`src/rtl/connect_flit_receiver.sv`:
```
// rtl/connect_flit_receiver.sv - CONNECT receive endpoint: per-VC flit buffers, packet-locked round-robin delivery, credit return
module connect_flit_receiver #(
   parameter int NUM_VCS    = 2,
   parameter int DATA_WIDTH = 32,
   parameter int DEST_BITS  = 4,
   parameter int BUF_DEPTH  = 8,
   parameter int VC_BITS    = (NUM_VCS > 1) ? $clog2(NUM_VCS) : 1,
   parameter int FLIT_W     = 2 + DATA_WIDTH + DEST_BITS + VC_BITS
) (
   input  logic                  clk,
   input  logic                  rst_n,
   input  logic [FLIT_W-1:0]     flit_in,
   output logic                  en_receiveFlit,
   output logic [VC_BITS:0]      credit_out,
   output logic                  sendCredit,
   input  logic [DEST_BITS-1:0]  recvPortID,
   output logic                  out_valid,
   input  logic                  out_ready,
   output logic [DATA_WIDTH-1:0] out_data,
   output logic                  out_tail,
   output logic [VC_BITS-1:0]    out_vc,
   output logic                  err_overflow,
   output logic                  err_dest,
   output logic [15:0]           flit_count
);

   localparam int PTR_W = (BUF_DEPTH > 1) ? $clog2(BUF_DEPTH) : 1;
   localparam int CNT_W = PTR_W + 1;
   localparam int ENT_W = 1 + DATA_WIDTH;

   // Flit fields, MSB..LSB: valid, tail, dest, vc, data
   logic                  in_valid;
   logic                  in_tail;
   logic [DEST_BITS-1:0]  in_dest;
   logic [VC_BITS-1:0]    in_vc;
   logic [DATA_WIDTH-1:0] in_data;

   assign in_valid = flit_in[FLIT_W-1];
   assign in_tail  = flit_in[FLIT_W-2];
   assign in_dest  = flit_in[FLIT_W-3 -: DEST_BITS];
   assign in_vc    = flit_in[DATA_WIDTH +: VC_BITS];
   assign in_data  = flit_in[DATA_WIDTH-1:0];

   // Per-VC circular buffers holding {tail, data}
   logic [ENT_W-1:0] mem_q    [NUM_VCS][BUF_DEPTH];
   logic [PTR_W-1:0] rd_ptr_q [NUM_VCS];
   logic [PTR_W-1:0] wr_ptr_q [NUM_VCS];
   logic [CNT_W-1:0] cnt_q    [NUM_VCS];

   logic               en_q;
   logic               locked_q, locked_d;
   logic [VC_BITS-1:0] cur_vc_q, cur_vc_d;
   logic [VC_BITS-1:0] rr_ptr_q, rr_ptr_d;
   logic               send_q;
   logic [VC_BITS:0]   credit_q;
   logic               err_ovf_q, err_dest_q;
   logic [15:0]        flit_count_q;

   logic [VC_BITS-1:0] sel;
   logic [ENT_W-1:0]   head;
   logic               pop;
   logic               wr_req;
   logic [NUM_VCS-1:0] wr_en;
   logic               overflow;

   function automatic logic [PTR_W-1:0] ptr_inc(input logic [PTR_W-1:0] p);
      if (int'(p) == BUF_DEPTH - 1) return '0;
      return p + PTR_W'(1);
   endfunction

   // Pick the VC to present: the locked VC, else first non-empty VC from rr_ptr upward
   always_comb begin
      int idx;
      logic found;
      idx   = 0;
      found = 1'b0;
      sel   = rr_ptr_q;
      if (locked_q) begin
         sel = cur_vc_q;
      end else begin
         for (int i = 0; i < NUM_VCS; i++) begin
            idx = (int'(rr_ptr_q) + i) % NUM_VCS;
            if (!found && cnt_q[idx] != '0) begin
               sel   = VC_BITS'(idx);
               found = 1'b1;
            end
         end
      end
   end

   assign head      = mem_q[sel][rd_ptr_q[sel]];
   assign out_valid = (cnt_q[sel] != '0);
   assign out_data  = head[DATA_WIDTH-1:0];
   assign out_tail  = head[DATA_WIDTH];
   assign out_vc    = sel;
   assign pop       = out_valid && out_ready;

   // Write acceptance: room in the VC, or its head leaves this same cycle; unknown VCs are dropped
   always_comb begin
      wr_req = en_q && in_valid;
      wr_en  = '0;
      for (int v = 0; v < NUM_VCS; v++) begin
         if (wr_req && in_vc == VC_BITS'(v) &&
             (cnt_q[v] != CNT_W'(BUF_DEPTH) || (pop && sel == VC_BITS'(v)))) begin
            wr_en[v] = 1'b1;
         end
      end
      overflow = wr_req && (wr_en == '0);
   end

   // Lock and round-robin pointer next state on a pop
   always_comb begin
      locked_d = locked_q;
      cur_vc_d = cur_vc_q;
      rr_ptr_d = rr_ptr_q;
      if (pop) begin
         if (out_tail) begin
            locked_d = 1'b0;
            rr_ptr_d = (int'(sel) == NUM_VCS - 1) ? '0 : sel + VC_BITS'(1);
         end else begin
            locked_d = 1'b1;
            cur_vc_d = sel;
         end
      end
   end

   // Buffer storage needs no reset: occupancy counters define validity
   always_ff @(posedge clk) begin
      for (int v = 0; v < NUM_VCS; v++) begin
         if (wr_en[v]) mem_q[v][wr_ptr_q[v]] <= {in_tail, in_data};
      end
   end

   // Control state: pointers, counts, lock, credits, error flags, delivered count
   always_ff @(posedge clk or negedge rst_n) begin
      if (!rst_n) begin
         en_q         <= 1'b0;
         locked_q     <= 1'b0;
         cur_vc_q     <= '0;
         rr_ptr_q     <= '0;
         send_q       <= 1'b0;
         credit_q     <= '0;
         err_ovf_q    <= 1'b0;
         err_dest_q   <= 1'b0;
         flit_count_q <= '0;
         for (int v = 0; v < NUM_VCS; v++) begin
            rd_ptr_q[v] <= '0;
            wr_ptr_q[v] <= '0;
            cnt_q[v]    <= '0;
         end
      end else begin
         en_q     <= 1'b1;
         locked_q <= locked_d;
         cur_vc_q <= cur_vc_d;
         rr_ptr_q <= rr_ptr_d;
         send_q   <= pop;
         credit_q <= pop ? {1'b1, sel} : '0;
         if (pop) flit_count_q <= flit_count_q + 16'd1;
         if (overflow) err_ovf_q <= 1'b1;
         if (wr_req && in_dest != recvPortID) err_dest_q <= 1'b1;
         for (int v = 0; v < NUM_VCS; v++) begin
            logic pop_v;
            pop_v = pop && (sel == VC_BITS'(v));
            if (wr_en[v]) wr_ptr_q[v] <= ptr_inc(wr_ptr_q[v]);
            if (pop_v)    rd_ptr_q[v] <= ptr_inc(rd_ptr_q[v]);
            if (wr_en[v] && !pop_v)      cnt_q[v] <= cnt_q[v] + CNT_W'(1);
            else if (!wr_en[v] && pop_v) cnt_q[v] <= cnt_q[v] - CNT_W'(1);
         end
      end
   end

   assign en_receiveFlit = en_q;
   assign sendCredit     = send_q;
   assign credit_out     = credit_q;
   assign err_overflow   = err_ovf_q;
   assign err_dest       = err_dest_q;
   assign flit_count     = flit_count_q;

endmodule
```
`config.mk`:
```
export PLATFORM = sky130hd
export DESIGN_NAME = connect_flit_receiver
export DESIGN_NICKNAME = d
export VERILOG_FILES = /design/src/rtl/connect_flit_receiver.sv
export SDC_FILE = /design/constraint.sdc
export NUM_CORES = 1
export LEC_CHECK = 0
export CAP_MARGIN = 0
export CORE_MARGIN = 3
export CORE_UTILIZATION = 40
export CTS_CLUSTER_DIAMETER = 200
export DETAILED_ROUTE_END_ITERATION = 8
export GPL_TIMING_DRIVEN = 0
export HOLD_SLACK_MARGIN = 0.05
export PLACE_DENSITY = 0.67
export SKIP_CTS_REPAIR_TIMING = 1
export SLEW_MARGIN = 15
export SYNTH_ARGS = -nofsm -noshare
export SYNTH_HDL_FRONTEND = slang
export SYNTH_SLANG_ARGS = --single-unit
```
`constraint.sdc`:
```
create_clock -name clk -period 11.1 [get_ports clk]
set_input_delay 1.665 -clock clk [delete_from_list [all_inputs] [get_ports clk]]
set_output_delay 1.665 -clock clk [all_outputs]
set_load 0.05 [all_outputs]
```
==> summary.txt <==
CTS
  • TritonCTS clock tree: built
  • CTS clk-pin slew, worst paths: 0.06 ns
  • CTS root buf: clkbuf_16
  • CTS Buffer Depth: 3
  • H-tree Lvls: 2
  • Clock latency on the worst-skew pair: 0.62 ns
  • Clk sink count: 572
  • Num CTS Buffers: 56

Timing
  • Layout Skew: 0.0154 ns
  • Fmax: 136 MHz
  • Post-route clock period utilization: 0.661
  • Worst slew pin tran: 1.02 ns
  • Hold Slack: 0.477 ns
  • Slew Viols, Final: 0
  • RSZ-0062 raised after global routing: false
  • Final Hold Vio Count: 0
  • Final Setup Violations: 0
  • Min cycle time layout: 7.34 ns
  • Slew HR: 0.300
  • Fin Setup TNS: 0 ns

Final layout
  • N_diodes: 0
  • Share of layout cells above drive strength 1: 0.0992
  • Final Net Count: 2067
  • Commonest non-fill, non-tap cell in the layout: nand2_1
  • Final core utilization: 0.483
  • Most frequent cells in the layout: nand2_1 (542), edfxtp_1 (528), nand3_1 (267)
  • P&R area growth vs syn: 18.4%

Logic synthesis
  • Post-Synthesis Cells: 1803
  • Synth Cell Area: 23200 um2
  • Main synth FF type: edfxtp_1
  • Post-synth EDFFs: 528
  • Synth Register Bits: 572
  • Synth Area per Inst: 12.9 um2
  • Netlist cell types: 56
  • Sequential area share after synthesis: 0.730
  • Yosys warnings: 0
  • Net Count, Synth: 1866
  • Async S/R FF share, synth: 0.0769

Global route
  • Remaining global-route overflow: 0
  • Initial antenna violation count: 0
  • Number of global-route vias before repair: 15.2k
  • First-pass GRT wire length: 91300 um
  • GRT Util Overall: 0.199
  • Largest net degree at the start of global routing: 28

Place
  • PortBufs: 102
  • RePlAce Congestion: 0.813
  • Post-DP HPWL: 41400 um

Floorplanning
  • Die area: 61000 um2
  • Die Span Y: 247 um
  • Die W: 247 um
  • I/O pin count: 103
  • Cell Rows: 87
  • Core area: 56900 um2
  • Initial core utilization: 0.408

Route
  • Via count: 15.5k
  • TritonRoute pass-1 iters: 6
  • # DRC: 0
  • Detailed Route Iter0 Violations: 1631
  • Vias/cell: 5.54
  • Routed wire length: 60900 um
  • WL/cell: 21.7 um
  • Final antenna-violating net count: 0

Run status
  • Status: finished, final reports clean

Setup path
  • Crit path from: cnt_q[6]
  • Crit-path max FO: 10
  • CP endpoint kind: output port
  • Critical Path AT: 5.67 ns
  • Worst-case reg-to-reg path depth: 11
  • Worst Path Required: 9.44 ns
  • Reg2Reg Setup Slack: 6.57 ns
  • Startpoint Class: flop
  • Worst r2r dst: mem_q[0][110]
  • CP Capture Point: out_data[0]
  • R2R Path Start: cnt_q[2]
  • Critical path class: flop to output port

Worst hold path
  • Worst hold path class: flop to flop

Flow run
  • Max Cap Viol: 0
[layer usage]
layer	up-vias	part of all wire	track usage
li1	7014	-	-
met5	-	0	0
met4	0	0.031	0.0715
met2	680	0.49	0.331
met3	123	0.077	0.0310
met1	7705	0.40	0.264
[metrics by stage]
stage	cells	instance area (um2)	worst slack, ns
2_1_floorplan	1803	23200	5.65
3_3_place_gp	2661	25200	2.52
3_5_place_dp	2702	25800	4.44
4_1_cts	2802	27500	3.78
5_1_grt	2802	27500	3.58
6_report	2802	27500	3.76
[cell families (layout without fill, tap and decap cells)]
| family | Yosys count | after routing | synth area share |
|---|---|---|---|
| simple gates | 908 | 908 | 0.172 |
| buf+inv | 124 | 367 | 0.0236 |
| fa+ha+maj | 17 | 17 | 0.00980 |
| other cells | 1 | 1 | 0.000161 |
| flops | 572 | 572 | 0.730 |
| compound gates | 134 | 134 | 0.0451 |
| xor+xnor | 27 | 27 | 0.0102 |
| mux | 20 | 20 | 0.00964 |
[synthesized netlist by cell type, drive strengths merged (2+ instances only)]
master | n | area (um2)
mux2i | 7 | 70.1
a2111oi | 3 | 35.0
and2 | 2 | 12.5
and4 | 3 | 26.3
nand2 | 543 | 2040
a31oi | 32 | 200
nor4 | 3 | 31.3
edfxtp | 528 | 15900
nand3 | 268 | 1350
inv | 10 | 37.5
ha | 15 | 188
clkbuf | 69 | 259
a41oi | 2 | 17.5
a311oi | 65 | 576
a211oi | 2 | 15.0
o221ai | 2 | 17.5
nor2 | 18 | 67.6
xor2 | 10 | 87.6
o2111ai | 3 | 32.5
a21o | 4 | 30.0
nand4 | 8 | 65.1
buf | 45 | 253
o21ai | 9 | 45.0
xnor2 | 17 | 149
dfrtp | 44 | 1100
a21oi | 7 | 35.0
nor3 | 10 | 50.1
fa | 2 | 40.0
or4 | 2 | 18.8
and3 | 34 | 213
mux2 | 13 | 154
nand2b | 8 | 50.1
nor3b | 2 | 15.0
o21bai | 2 | 15.0
nor2b | 3 | 18.8
[worst max-delay path, cell delays in order (launching register included)]
cell	delay (ns)
dfrtp_1	0.43
nor4_2	0.35
buf_2	0.28
a32oi_1	0.23
nand4_4	0.27
clkbuf_1	0.53
clkbuf_1	0.69
clkbuf_1	0.63
nand2_1	0.11
nand3_1	0.11
nand3_1	0.10
a31oi_1	0.43
clkdlybuf4s50_1	0.90
[cell type report]
type	count	area (um2)
fillers	4858	29400
flip-flops and latches	572	17000
multi-input cells	1107	5830
repair buffers	143	1510
clock buffers	69	1470
well taps	756	946
plain buffers	114	512
clock inverters	31	260
inverters	10	37.5
[state kept, by name, indices dropped and copies added (netlist names), 2 cells and up]
register / cells
mem_q: 528
flit_count: 16
cnt_q: 8
rd_ptr_q: 6
wr_ptr_q: 6
credit_out: 2
[worst min-delay path by stage]
| stage | start | end | cells past startpoint |
|---|---|---|---|
| final | flit_count[15] | flit_count[15] | 1 |
| after global routing | err_dest | err_dest | 1 |
| after CTS | flit_count[15] | flit_count[15] | 1 |
| after detailed placement | err_overflow | err_overflow | 1 |
| after global placement | flit_count[15] | flit_count[15] | 1 |
| after floorplan | rd_ptr_q[1] | rd_ptr_q[1] | 2 |
Power is left out: the tool's default activity adds up to more than one toggle a clock period on the data nets, which glitch-free logic cannot reach.
